===== src/rtl/seven_segment_dual_decoder.sv =====
// Registered BCD/hex digit to seven-segment decoder with active-high and active-low buses.
// Latency: 1 clk from a capture (en=1) edge to seg_hi/seg_lo/invalid; outputs hold while en=0.
// Backpressure: none; en is a plain load enable. Optional hex glyphs for 10..15 under HEX_DIGITS_EN.
module seven_segment_dual_decoder #(
  parameter int unsigned SIX_TAIL  = 1,  // nonzero: digit 6 lights segment a
  parameter int unsigned NINE_TAIL = 1   // nonzero: digit 9 lights segment d
) (
  input  logic       clk,
  input  logic       rst,
  input  logic       en,
  input  logic [3:0] digit,
  input  logic       blank,
  input  logic       lamp_test,
  output logic [6:0] seg_hi,
  output logic [6:0] seg_lo,
  output logic       invalid
);

  // Segment order in every constant below: [6]=a [5]=b [4]=c [3]=d [2]=e [1]=f [0]=g
  localparam logic [6:0] SEG_OFF = 7'b0000000;
  localparam logic [6:0] SEG_ALL = 7'b1111111;

  localparam logic [6:0] GLYPH_0      = 7'b1111110;
  localparam logic [6:0] GLYPH_1      = 7'b0110000;
  localparam logic [6:0] GLYPH_2      = 7'b1101101;
  localparam logic [6:0] GLYPH_3      = 7'b1111001;
  localparam logic [6:0] GLYPH_4      = 7'b0110011;
  localparam logic [6:0] GLYPH_5      = 7'b1011011;
  localparam logic [6:0] GLYPH_6_TAIL = 7'b1011111;
  localparam logic [6:0] GLYPH_6_BARE = 7'b0011111;
  localparam logic [6:0] GLYPH_7      = 7'b1110000;
  localparam logic [6:0] GLYPH_8      = 7'b1111111;
  localparam logic [6:0] GLYPH_9_TAIL = 7'b1111011;
  localparam logic [6:0] GLYPH_9_BARE = 7'b1110011;

`ifdef HEX_DIGITS_EN
  localparam logic [6:0] GLYPH_A = 7'b1110111;
  localparam logic [6:0] GLYPH_B = 7'b0011111;
  localparam logic [6:0] GLYPH_C = 7'b1001110;
  localparam logic [6:0] GLYPH_D = 7'b0111101;
  localparam logic [6:0] GLYPH_E = 7'b1001111;
  localparam logic [6:0] GLYPH_F = 7'b1000111;
`endif

  // Tail style is fixed at elaboration, so resolve the 6/9 glyphs once.
  localparam logic [6:0] GLYPH_6 = (SIX_TAIL  != 0) ? GLYPH_6_TAIL : GLYPH_6_BARE;
  localparam logic [6:0] GLYPH_9 = (NINE_TAIL != 0) ? GLYPH_9_TAIL : GLYPH_9_BARE;

  // Everything the display register holds, kept together so it loads as one unit.
  typedef struct packed {
    logic [6:0] seg;
    logic       invalid;
  } disp_t;

  disp_t disp_nxt;
  disp_t disp_q;

  // Decode the digit into a glyph; out-of-range digits blank and raise invalid.
  disp_t digit_dec;
  always_comb begin
    digit_dec.seg     = SEG_OFF;
    digit_dec.invalid = 1'b0;
    case (digit)
      4'd0:    digit_dec.seg = GLYPH_0;
      4'd1:    digit_dec.seg = GLYPH_1;
      4'd2:    digit_dec.seg = GLYPH_2;
      4'd3:    digit_dec.seg = GLYPH_3;
      4'd4:    digit_dec.seg = GLYPH_4;
      4'd5:    digit_dec.seg = GLYPH_5;
      4'd6:    digit_dec.seg = GLYPH_6;
      4'd7:    digit_dec.seg = GLYPH_7;
      4'd8:    digit_dec.seg = GLYPH_8;
      4'd9:    digit_dec.seg = GLYPH_9;
`ifdef HEX_DIGITS_EN
      4'd10:   digit_dec.seg = GLYPH_A;
      4'd11:   digit_dec.seg = GLYPH_B;
      4'd12:   digit_dec.seg = GLYPH_C;
      4'd13:   digit_dec.seg = GLYPH_D;
      4'd14:   digit_dec.seg = GLYPH_E;
      4'd15:   digit_dec.seg = GLYPH_F;
`endif
      default: begin
        digit_dec.seg     = SEG_OFF;
        digit_dec.invalid = 1'b1;
      end
    endcase
  end

  // Apply overrides: lamp test beats blanking, blanking beats the decoded digit.
  always_comb begin
    disp_nxt = digit_dec;
    if (lamp_test) begin
      disp_nxt.seg     = SEG_ALL;
      disp_nxt.invalid = 1'b0;
    end else if (blank) begin
      disp_nxt.seg     = SEG_OFF;
      disp_nxt.invalid = 1'b0;
    end
  end

  // Single output register: captures on en, otherwise holds; reset blanks the display.
  always_ff @(posedge clk or posedge rst) begin
    if (rst) begin
      disp_q <= '{seg: SEG_OFF, invalid: 1'b0};
    end else if (en) begin
      disp_q <= disp_nxt;
    end
  end

  // The active-low bus is taken from the same register so both polarities always agree.
  assign seg_hi  = disp_q.seg;
  assign seg_lo  = ~disp_q.seg;
  assign invalid = disp_q.invalid;

endmodule


===== config.mk =====
export PLATFORM = sky130hd
export DESIGN_NAME = seven_segment_dual_decoder
export DESIGN_NICKNAME = d
export VERILOG_FILES = /design/src/rtl/seven_segment_dual_decoder.sv
export SDC_FILE = /design/constraint.sdc
export NUM_CORES = 1
export LEC_CHECK = 0
export CAP_MARGIN = 10
export CORE_UTILIZATION = 40
export DETAILED_ROUTE_END_ITERATION = 12
export DONT_BUFFER_PORTS = 1
export SETUP_SLACK_MARGIN = 0.3
export SYNTH_ARGS = -nofsm -noshare
export SYNTH_HDL_FRONTEND = slang
export SYNTH_SLANG_ARGS = --single-unit

===== constraint.sdc =====
create_clock -name clk -period 1.1 [get_ports clk]
set_input_delay 0.055 -clock clk [delete_from_list [all_inputs] [get_ports clk]]
set_output_delay 0.055 -clock clk [all_outputs]
set_load 0.05 [all_outputs]

; Word-level counts from Yosys, hierarchy flattened
; Cells that the tools add are included.
[totals]
register_bits = 8
output_inout_bits = 15
elab_cells = 18
inputBits = 9
[op_classes]
bitwise_logic = 1
muxes = 4
n_eq_ne = 9
reduce_logical = 2
[op_table]
columns = cell, n
row1 = $pmux W7 S10, 1
row2 = $eq A4 B3 Y1 const B, 4
row3 = $mux W8, 2
row4 = $reduce_or A10 Y1, 1
row5 = $eq A4 B2 Y1 const B, 2
row6 = $eq A4 B4 Y1 const B, 2
row7 = $not A7 Y7, 1
row8 = $eq A4 B1 Y1 const B, 1
row9 = $logic_not A4 Y1, 1
row10 = $mux W1, 1

; Longest topological paths before layout
; Gate-level depths: netlist of run 1.
[depth]
depth_word = 5
depth_mapped = 4

; Least setup slack after synthesis of run 1
; OpenSTA, ideal clock, no wires.
[synth_path]
kind = reg2reg
start = reg seg_hi[6] (netlist name)
end = reg disp_q, in the netlist seg_hi[6]
t_arrival_ps = 1204
stages_incl_launch_ff = 3
setup_slack_ps = -195
path_buffers = 0
t_required_ps = 1009
cell_sequence = dfrtp_1 -> inv_1 -> o221ai_1
[synth_lines]
columns = element, line
row1 = end signal: assignment, 104  ; disp_q <= '{seg: SEG_OFF, invalid: 1'b0};
row2 = end signal: assignment, 106  ; disp_q <= disp_nxt;
row3 = end: declaration, 56  ; disp_t disp_q;

; Final worst setup path of run 1
[layout_path]
start = reg disp_q, in the netlist seg_hi[6]
end = out seg_lo[6]
[layout_between]
elab_chain_cells = 1
[layout_rtl]
columns = element, line
row1 = $not A7 Y7, 112  ; assign seg_lo = ~disp_q.seg;
row2 = end: declaration, 15  ; output logic [6:0] seg_lo,
; Every way passes these cells.

==> flow_summary.json, run 1 <==
{
  "status": "complete, no violations",
  "track_usage_pct": 19.8,
  "syn_inst": 59,
  "dr.pass1.iters": 3,
  "required_ns": 1.04,
  "yosys-top-cells-count": "inv_1, dfrtp_1, a21oi_1, o22a_1",
  "placed_area_um2": 631,
  "syn_avg_cell_area_um2": 9.08,
  "area_delta_synth_final_pct": 41.1,
  "fin_setup_tns_ns": 0,
  "setup_viol": 0,
  "insertion_delay_ns": 0.25,
  "stdcell_count": 87,
  "synth_flop_cell": "dfrtp_1",
  "nNetsFinal": 84,
  "htreeDepth": 1,
  "antenna_left": 0,
  "coreArea_mm2": 0.00117,
  "seqPwrFrac_pct": 35.3,
  "crit_buf_inv": 2,
  "place_inst": 78,
  "timing.final.crit_share_pct": 89.4,
  "routabilityCongestion": 0.787,
  "root_buffer": "clkbuf_4",
  "cap_violations": 0,
  "synth_seq_area_share_pct": 37.4,
  "start_util_pct": 45.7,
  "grt_start_max_net_pins": 14,
  "die_h_um": 38.6,
  "cp_top_family": "flip-flops",
  "clk_pin_slew_ns": 0.05,
  "arrival_ns": 0.93,
  "grt_pass1_vias": 456,
  "yosysWarningCount": 0,
  "cts_buffer_depth": 2,
  "io_pins": 24,
  "via_per_inst": 5.54,
  "crit_path_start_kind": "flop",
  "worst_path_largest_cell_delay_ns": 0.42,
  "hpwl_um": 856,
  "die_x_um": 38.6,
  "synth_top_area_cell": "dfrtp_1",
  "vias": 482,
  "slew_violations": 0,
  "switchingPower_uw": 427,
  "cp_cell_sequence": "clkinvlp_4 > buf_8",
  "p_clk_share_pct": 22.0,
  "numPortBuffers": 0,
  "grt_pass1_wl_um": 1930,
  "tightest_slew_ns": 0.460,
  "post_drt_wl_per_cell_um": 14.9,
  "powerDensity_mw_per_mm2": 1380,
  "cts.sinks": 8,
  "synth_fp_nets": 68,
  "diodes": 0,
  "synth.distinct_cells": 26,
  "yosysTopAreaCellShare_pct": 37.4,
  "hold_path_class": "input pin to flop",
  "netlist_area_um2": 536,
  "critPathCaptureType": "output port",
  "die_area_mm2": 0.00149,
  "final_hold_viol_count": 0,
  "async_flop_share_pct": 100,
  "grt_overflow_total": 0,
  "skew_ns": 0,
  "p_leak_nw": 0.290,
  "drive_above_1_share_pct": 47.9,
  "initialDrtViolationCount": 8,
  "design_area_um2": 756,
  "nFillCells": 107,
  "fmax_ghz": 1.02,
  "ir_worst_vdd_v": 0.000880,
  "swShare_pct": 41.1,
  "routed_wl_um": 1290,
  "synth_seq_cells": 8,
  "pwr-share-comb_pct": 42.8,
  "cp_slowest_cell": "dfrtp_2",
  "fin_crit_ns": 0.983,
  "grt_setup_unrepaired": "true",
  "intPower_uw": 613,
  "numCtsBuffers": 3,
  "drc": 0,
  "grt_antenna_before_repair": 0,
  "maxSlewHeadroom_pct": 69.3,
  "crit_type": "flop to output port",
  "worst-path-max-fanout": 2,
  "synth_edf_count": 0,
  "synthTopCellsByArea": "dfrtp_1, o22a_1, inv_1, buf_6, a211oi_1",
  "cts_tree": "done",
  "rows": 12,
  "synth_most_common_cell": "inv_1"
}
power groups by stage:
| stage | clock network, mW | registers, mW | logic, mW |
|---|---|---|---|
| floorplan | 0 | 0.467 | 0.222 |
| global placement | 0 | 0.367 | 0.376 |
| detailed placement | 0 | 0.368 | 0.379 |
| CTS | 0.229 | 0.365 | 0.417 |
| global route | 0.254 | 0.371 | 0.468 |
| finish | 0.228 | 0.367 | 0.445 |
cell families (layout without fill, tap and decap cells):
kind of cell           after synthesis  in the layout  synth area share (%)
flip-flops                           8              8                  37.4
buffers and inverters               14             28                  15.0
AND/OR/NAND/NOR                     13             13                  13.1
AO/OA/AOI/OAI                       24             24                  34.6
registers in the layout, indices dropped and copies added, names as in the netlist:
name     flops
seg_hi       7
invalid      1
cells in the final DEF (no fill, tap or decap), drive strengths merged:
cell	n
a211oi	3
o22a	4
nor2b	1
nor2	2
o21ai	3
nand2b	3
a21o	2
a21oi	4
inv	3
dfrtp	8
dlygate4sd3	2
or2	1
nor3	2
o32a	1
a221oi	1
and2	1
nand2	2
clkbuf	3
clkinvlp	6
o32ai	1
o21a	2
o221ai	1
buf	13
or2b	1
o21bai	1
dlymetal6s4s	1
o31ai	1
routing by layer:
metal  global-route usage [%]  vias up  routed length, um
li1                         -      236                  -
met1                     21.0      222                542
met2                     34.2       20                644
met3                     6.36        4                 83
met4                     10.3        0                 21
met5                        0        -                  0
per-stage QoR:
step	util (%)	setup slack (ns)	total power [mW]	hold WS, ns
floorplan	-	-0.0847	0.688	-0.129
global placement	53.8	0.336	0.744	-0.0872
detailed placement	53.8	0.327	0.747	-0.0884
CTS	61.2	0.135	1.01	0.00493
global route	64.5	0.0806	1.09	-0.00131
finish	64.5	0.117	1.04	0.00119
worst paths after layout:
path,start,to,slack [ns],depth (start not counted)
max,seg_hi[6],seg_lo[6],0.12,2
min,lamp_test,seg_hi[2],0.001,2
max reg2reg,seg_hi[3],seg_hi[3],0.24,3
min reg2reg,invalid,invalid,0.56,2
max in group asynchronous,rst,seg_hi[2],0.67,2
min in group asynchronous,rst,seg_hi[5],0.19,2
cell type report:
type	instances	area, um^2	share of cell area, %
Inverter	9	56.3	7.45
Sequential cell	8	210	27.8
Tap cell	14	17.5	2.32
Timing Repair Buffer	16	176	23.3
Multi-Input combinational cell	37	273	36.1
Clock buffer	3	22.5	2.98
timing repair:
action | 4_1_cts | 5_1_grt
hold buffers | 3 | 0
resized for setup | 6 | 7
buffers inserted | 2 | 1
cloned | 0 | 0
endpoints found under the hold margin | 16 | 0
pin swaps | 0 | 0
setup endpoints to repair | 15 | 23
No activity file was read; power rests on OpenSTA's default activity.
==> run 2, diff against run 1 <==
--- a/config.mk
+++ b/config.mk
@@ -7,8 +7,10 @@
 export LEC_CHECK = 0
 export CAP_MARGIN = 10
 export CORE_UTILIZATION = 40
+export CTS_CLUSTER_SIZE = 28
 export DETAILED_ROUTE_END_ITERATION = 12
 export DONT_BUFFER_PORTS = 1
+export PLACE_DENSITY_LB_ADDON = 0.08
 export SETUP_SLACK_MARGIN = 0.3
 export SYNTH_ARGS = -nofsm -noshare
 export SYNTH_HDL_FRONTEND = slang
==> flow_summary.json, run 2 (synthesis gave the netlist of run 1 again) <==
{
  "arrival_ns": 0.90,
  "status": "complete, no violations",
  "grt_setup_unrepaired": "true",
  "drc": 0,
  "maxSlewHeadroom_pct": 70.7,
  "grt_overflow_total": 0,
  "start_util_pct": 45.7,
  "cts_tree": "done",
  "routabilityCongestion": 0.731,
  "die_h_um": 38.6,
  "power.total_mw": 1.02,
  "powerDensity_mw_per_mm2": 1360,
  "grt_antenna_before_repair": 0,
  "final_hold_viol_count": 0,
  "routed_wl_um": 1290,
  "crit_path_start_kind": "flop",
  "ir_worst_vdd_v": 0.000837,
  "required_ns": 1.04,
  "cts.sinks": 8,
  "grt_start_max_net_pins": 14,
  "fin_ws_ns": 0.140,
  "grt_pass1_wl_um": 1930,
  "utilization_pct": 63.9,
  "skew_ns": 0,
  "worst-path-max-fanout": 2,
  "clk_pin_slew_ns": 0.05,
  "area_delta_synth_final_pct": 39.7,
  "critPathCaptureType": "output port",
  "tightest_slew_ns": 0.440,
  "crit_type": "flop to output port",
  "cap_violations": 0,
  "htreeDepth": 1,
  "rows": 12,
  "numPortBuffers": 0,
  "largest_reg_flops": 7,
  "insertion_delay_ns": 0.25,
  "nFillCells": 106,
  "diodes": 0,
  "fin_crit_ns": 0.960,
  "antenna_left": 0,
  "layout_common_cells": "dfrtp_2, buf_6, clkinvlp_4, o22a_1, a21oi_1",
  "drive_above_1_share_pct": 47.2,
  "track_usage_pct": 20.1,
  "dr.pass1.iters": 2,
  "p_leak_nw": 0.285,
  "io_pins": 24,
  "worst_path_largest_cell_delay_ns": 0.42,
  "die_x_um": 38.6,
  "layout_commonest_cell": "dfrtp_2",
  "hpwl_um": 907,
  "grt_pass1_vias": 442,
  "numCtsBuffers": 3,
  "slew_violations": 0,
  "post_drt_wl_per_cell_um": 15.0,
  "cts_buffer_depth": 2,
  "fin_setup_tns_ns": 0,
  "fmax_ghz": 1.04,
  "via_per_inst": 5.67,
  "initialDrtViolationCount": 6,
  "hold_path_class": "input pin to flop",
  "root_buffer": "clkbuf_4",
  "cp_cell_sequence": "clkinvlp_4 > buf_8",
  "die_area_mm2": 0.00149,
  "setup_viol": 0,
  "place_inst": 78,
  "coreArea_mm2": 0.00117,
  "vias": 488,
  "timing.final.crit_share_pct": 87.3,
  "stdcell_count": 86,
  "cp_slowest_cell": "dfrtp_2",
  "place_ws_ns": 0.332,
  "nNetsFinal": 83
}
[run 2: cell count changes in the layout (fill, tap and decap cells not counted), sizes merged]
| cell | previous run | this run |
|---|---|---|
| buf | 13 | 12 |
[run 2: final timing paths]
path	start	endpoint	slack, ns	depth (start not counted)
max	seg_hi[6]	seg_lo[6]	0.14	2
min	lamp_test	seg_hi[2]	0.01	2
max reg2reg	seg_hi[6]	seg_hi[6]	0.22	3
min reg2reg	seg_hi[0]	seg_hi[0]	0.56	1
max in group asynchronous	rst	seg_hi[2]	0.65	2
min in group asynchronous	rst	seg_hi[3]	0.20	2
[run 2: area by class of cell]
| class | instances | area [um^2] | area share (%) |
|---|---|---|---|
| inverter | 9 | 56.3 | 7.53 |
| timing repair buffer | 15 | 169 | 22.6 |
| sequential | 8 | 210 | 28.1 |
| multi-input combinational | 37 | 273 | 36.5 |
| clock buffer | 3 | 22.5 | 3.01 |
| tap | 14 | 17.5 | 2.34 |
[run 2: repair_timing]
| action | CTS | global route |
|---|---|---|
| cloned | 0 | 0 |
| hold buffers | 3 | 0 |
| endpoints found under the setup margin | 15 | 23 |
| setup buffers | 2 | 0 |
| endpoints found under the hold margin | 16 | 0 |
| resized for setup | 6 | 7 |
[run 2: routing by layer]
layer	GRT usage, %	share of wire, %
met2	35.8	54
met1	22.9	41
met5	0	0
met4	7.76	0
met3	4.62	5.3
[run 2: through the flow]
step / area (um^2) / hold slack [ns]
2_1_floorplan: 572 / -0.129
3_3_place_gp: 631 / -0.104
3_5_place_dp: 631 / -0.0905
4_1_cts: 717 / 0.0108
5_1_grt: 748 / 0.00922
6_report: 748 / 0.00999
[run 2: report_power, final]
part           switching, mW  internal [mW]
Clock                 0.0909          0.124
Combinational          0.284          0.155
Sequential            0.0386          0.329
[run 2: worst max-delay path: cells and delay by family, from the launching register on]
kind	cells	cell delay, ns
buffers and inverters	2	0.23
DFF	1	0.42
==> run 3, diff against run 2 <==
--- a/config.mk
+++ b/config.mk
@@ -5,8 +5,9 @@
 export SDC_FILE = /design/constraint.sdc
 export NUM_CORES = 1
 export LEC_CHECK = 0
+export ABC_AREA = 1
 export CAP_MARGIN = 10
-export CORE_UTILIZATION = 40
+export CORE_UTILIZATION = 30
 export CTS_CLUSTER_SIZE = 28
 export DETAILED_ROUTE_END_ITERATION = 12
 export DONT_BUFFER_PORTS = 1
==> flow_summary.json, run 3 <==
{
  "powerDensity_mw_per_mm2": 1320,
  "hold_path_class": "input pin to flop",
  "grt_antenna_before_repair": 0,
  "drive_above_1_share_pct": 51.6,
  "routed_wl_um": 1300,
  "place_inst": 95,
  "cts_tree": "done",
  "synth_edf_count": 0,
  "stdcell_count": 108,
  "cts.sinks": 8,
  "synthTopCellsByArea": "dfrtp_1, inv_1, nand2_1, a21oi_1, nor2_1",
  "timing.final.crit_share_pct": 87.6,
  "cp_cell_sequence": "clkinvlp_4",
  "fin_crit_ns": 0.963,
  "nNetsFinal": 104,
  "initialDrtViolationCount": 2,
  "layout_common_cells": "nand2_1, dfrtp_2, inv_1, clkinvlp_4, buf_4",
  "die_x_um": 41.7,
  "synth_seq_cells": 8,
  "p_leak_nw": 0.361,
  "fin_ws_ns": 0.137,
  "numCtsBuffers": 3,
  "maxSlewHeadroom_pct": 80.7,
  "critPathCaptureType": "output port",
  "drc": 0,
  "vias": 528,
  "track_usage_pct": 17.0,
  "synth_flop_cell": "dfrtp_1",
  "worst_path_largest_cell_delay_ns": 0.40,
  "post_drt_wl_per_cell_um": 12.1,
  "nFillCells": 144,
  "insertion_delay_ns": 0.25,
  "crit_buf_inv": 1,
  "grt_overflow_total": 0,
  "cp_top_family": "flip-flops",
  "grt_pass1_vias": 528,
  "grt_pass1_wl_um": 2210,
  "yosysTopAreaCellShare_pct": 42.4,
  "synth_seq_area_share_pct": 42.4,
  "crit_type": "flop to output port",
  "synth_most_common_cell": "inv_1",
  "slew_violations": 0,
  "yosysWarningCount": 0,
  "async_flop_share_pct": 100,
  "root_buffer": "clkbuf_4",
  "skew_ns": 0,
  "fmax_ghz": 1.04,
  "die_area_mm2": 0.00173,
  "clk_pin_slew_ns": 0.05,
  "rows": 13,
  "utilization_pct": 58.6,
  "required_ns": 1.04,
  "ir_worst_vdd_v": 0.000610,
  "yosys-top-cells-count": "inv_1, nand2_1, a21oi_1",
  "area_delta_synth_final_pct": 71.6,
  "syn_avg_cell_area_um2": 6.94,
  "status": "complete, no violations",
  "grt_setup_unrepaired": "true",
  "largest_reg_flops": 7,
  "via_per_inst": 4.89,
  "htreeDepth": 1,
  "fin_hold_ws_ns": 0.00910,
  "layout_commonest_cell": "nand2_1",
  "numPortBuffers": 0,
  "start_util_pct": 34.1,
  "synth_fp_nets": 77,
  "die_h_um": 41.7,
  "syn_inst": 68,
  "cp_slowest_cell": "dfrtp_2",
  "cap_violations": 0,
  "antenna_left": 0,
  "synth.distinct_cells": 15,
  "routabilityCongestion": 0.741,
  "diodes": 0,
  "crit_path_start_kind": "flop",
  "hpwl_um": 966,
  "place_ws_ns": 0.379,
  "netlist_area_um2": 472,
  "tightest_slew_ns": 0.288,
  "worst-path-max-fanout": 3,
  "grt_start_max_net_pins": 9,
  "coreArea_mm2": 0.00138,
  "io_pins": 24,
  "arrival_ns": 0.91,
  "synth_top_area_cell": "dfrtp_1",
  "dr.pass1.iters": 4,
  "cts_buffer_depth": 2,
  "setup_viol": 0,
  "final_hold_viol_count": 0
}
-- run 3: cell types whose count changed after synthesis, moves of 3 or more --
cell,previous run,this run
nand2_1,2,13
a211oi_1,3,0
nand2b_1,3,0
inv_1,9,14
buf_6,3,0
nor2_1,2,7
a21oi_1,4,9
o22a_1,4,0
nor2_2,0,3
-- run 3: per-stage QoR --
stage | TNS, ns | area (um^2) | power [mW]
2_1_floorplan | -0.104 | 508 | 0.650
5_1_grt | 0 | 810 | 1.12
3_3_place_gp | 0 | 617 | 0.738
3_5_place_dp | 0 | 617 | 0.743
4_1_cts | 0 | 762 | 1.05
6_report | 0 | 810 | 1.07
-- run 3: worst paths after layout --
| kind | end | from | slack [ns] | depth (start not counted) |
|---|---|---|---|---|
| hold reg to reg | seg_hi[0] | seg_hi[0] | 0.60 | 2 |
| setup reg to reg | seg_hi[4] | seg_hi[4] | 0.25 | 3 |
| min in group asynchronous | seg_hi[2] | rst | 0.18 | 2 |
| setup / recovery | seg_lo[3] | seg_hi[3] | 0.14 | 1 |
| hold / removal | seg_hi[0] | blank | 0.009 | 3 |
| max in group asynchronous | seg_hi[5] | rst | 0.67 | 2 |
-- run 3: worst min-delay path: stages --
cell     delay, ns
inv_1         0.04
nand2_1       0.07
a21oi_1       0.06
-- run 3: routing by layer --
| metal | vias to the layer above | global-route usage (%) | share of wire, % |
|---|---|---|---|
| li1 | 266 | - | - |
| met1 | 241 | 18.6 | 41 |
| met2 | 19 | 30.0 | 52 |
| met3 | 2 | 4.78 | 5.4 |
| met4 | 0 | 7.74 | 0.92 |
| met5 | - | 0 | 0 |
-- run 3: layout make-up --
cell class              count  area [um^2]  share of cell area [%]
flip-flops and latches      8          210                    26.0
multi-input cells          44          234                    28.9
well taps                  15         18.8                    2.32
repair buffers             22          238                    29.4
inverters                  16         86.3                    10.7
clock buffers               3         22.5                    2.78
-- run 3: power breakdown --
part | leakage, nW | internal, mW | switching, mW
combinational | 0.266 | 0.173 | 0.303
clock | 0.0138 | 0.125 | 0.0990
sequential | 0.0820 | 0.328 | 0.0372
total | 0.361 | 0.626 | 0.439
-- run 3: repair_timing --
item,in CTS,in global routing
pin swaps,0,1
resized for setup,12,11
hold buffers,4,0
setup buffers,5,1
endpoints found under the hold margin,13,0
setup endpoints to repair,15,21
-- run 3: cell families (layout without fill, tap and decap cells) --
group / Yosys count / after routing / share of synthesized area [%]
buffers and inverters: 16 / 41 / 12.7
AO/OA/AOI/OAI: 17 / 17 / 20.2
flip-flops: 8 / 8 / 42.4
AND/OR/NAND/NOR: 27 / 27 / 24.7
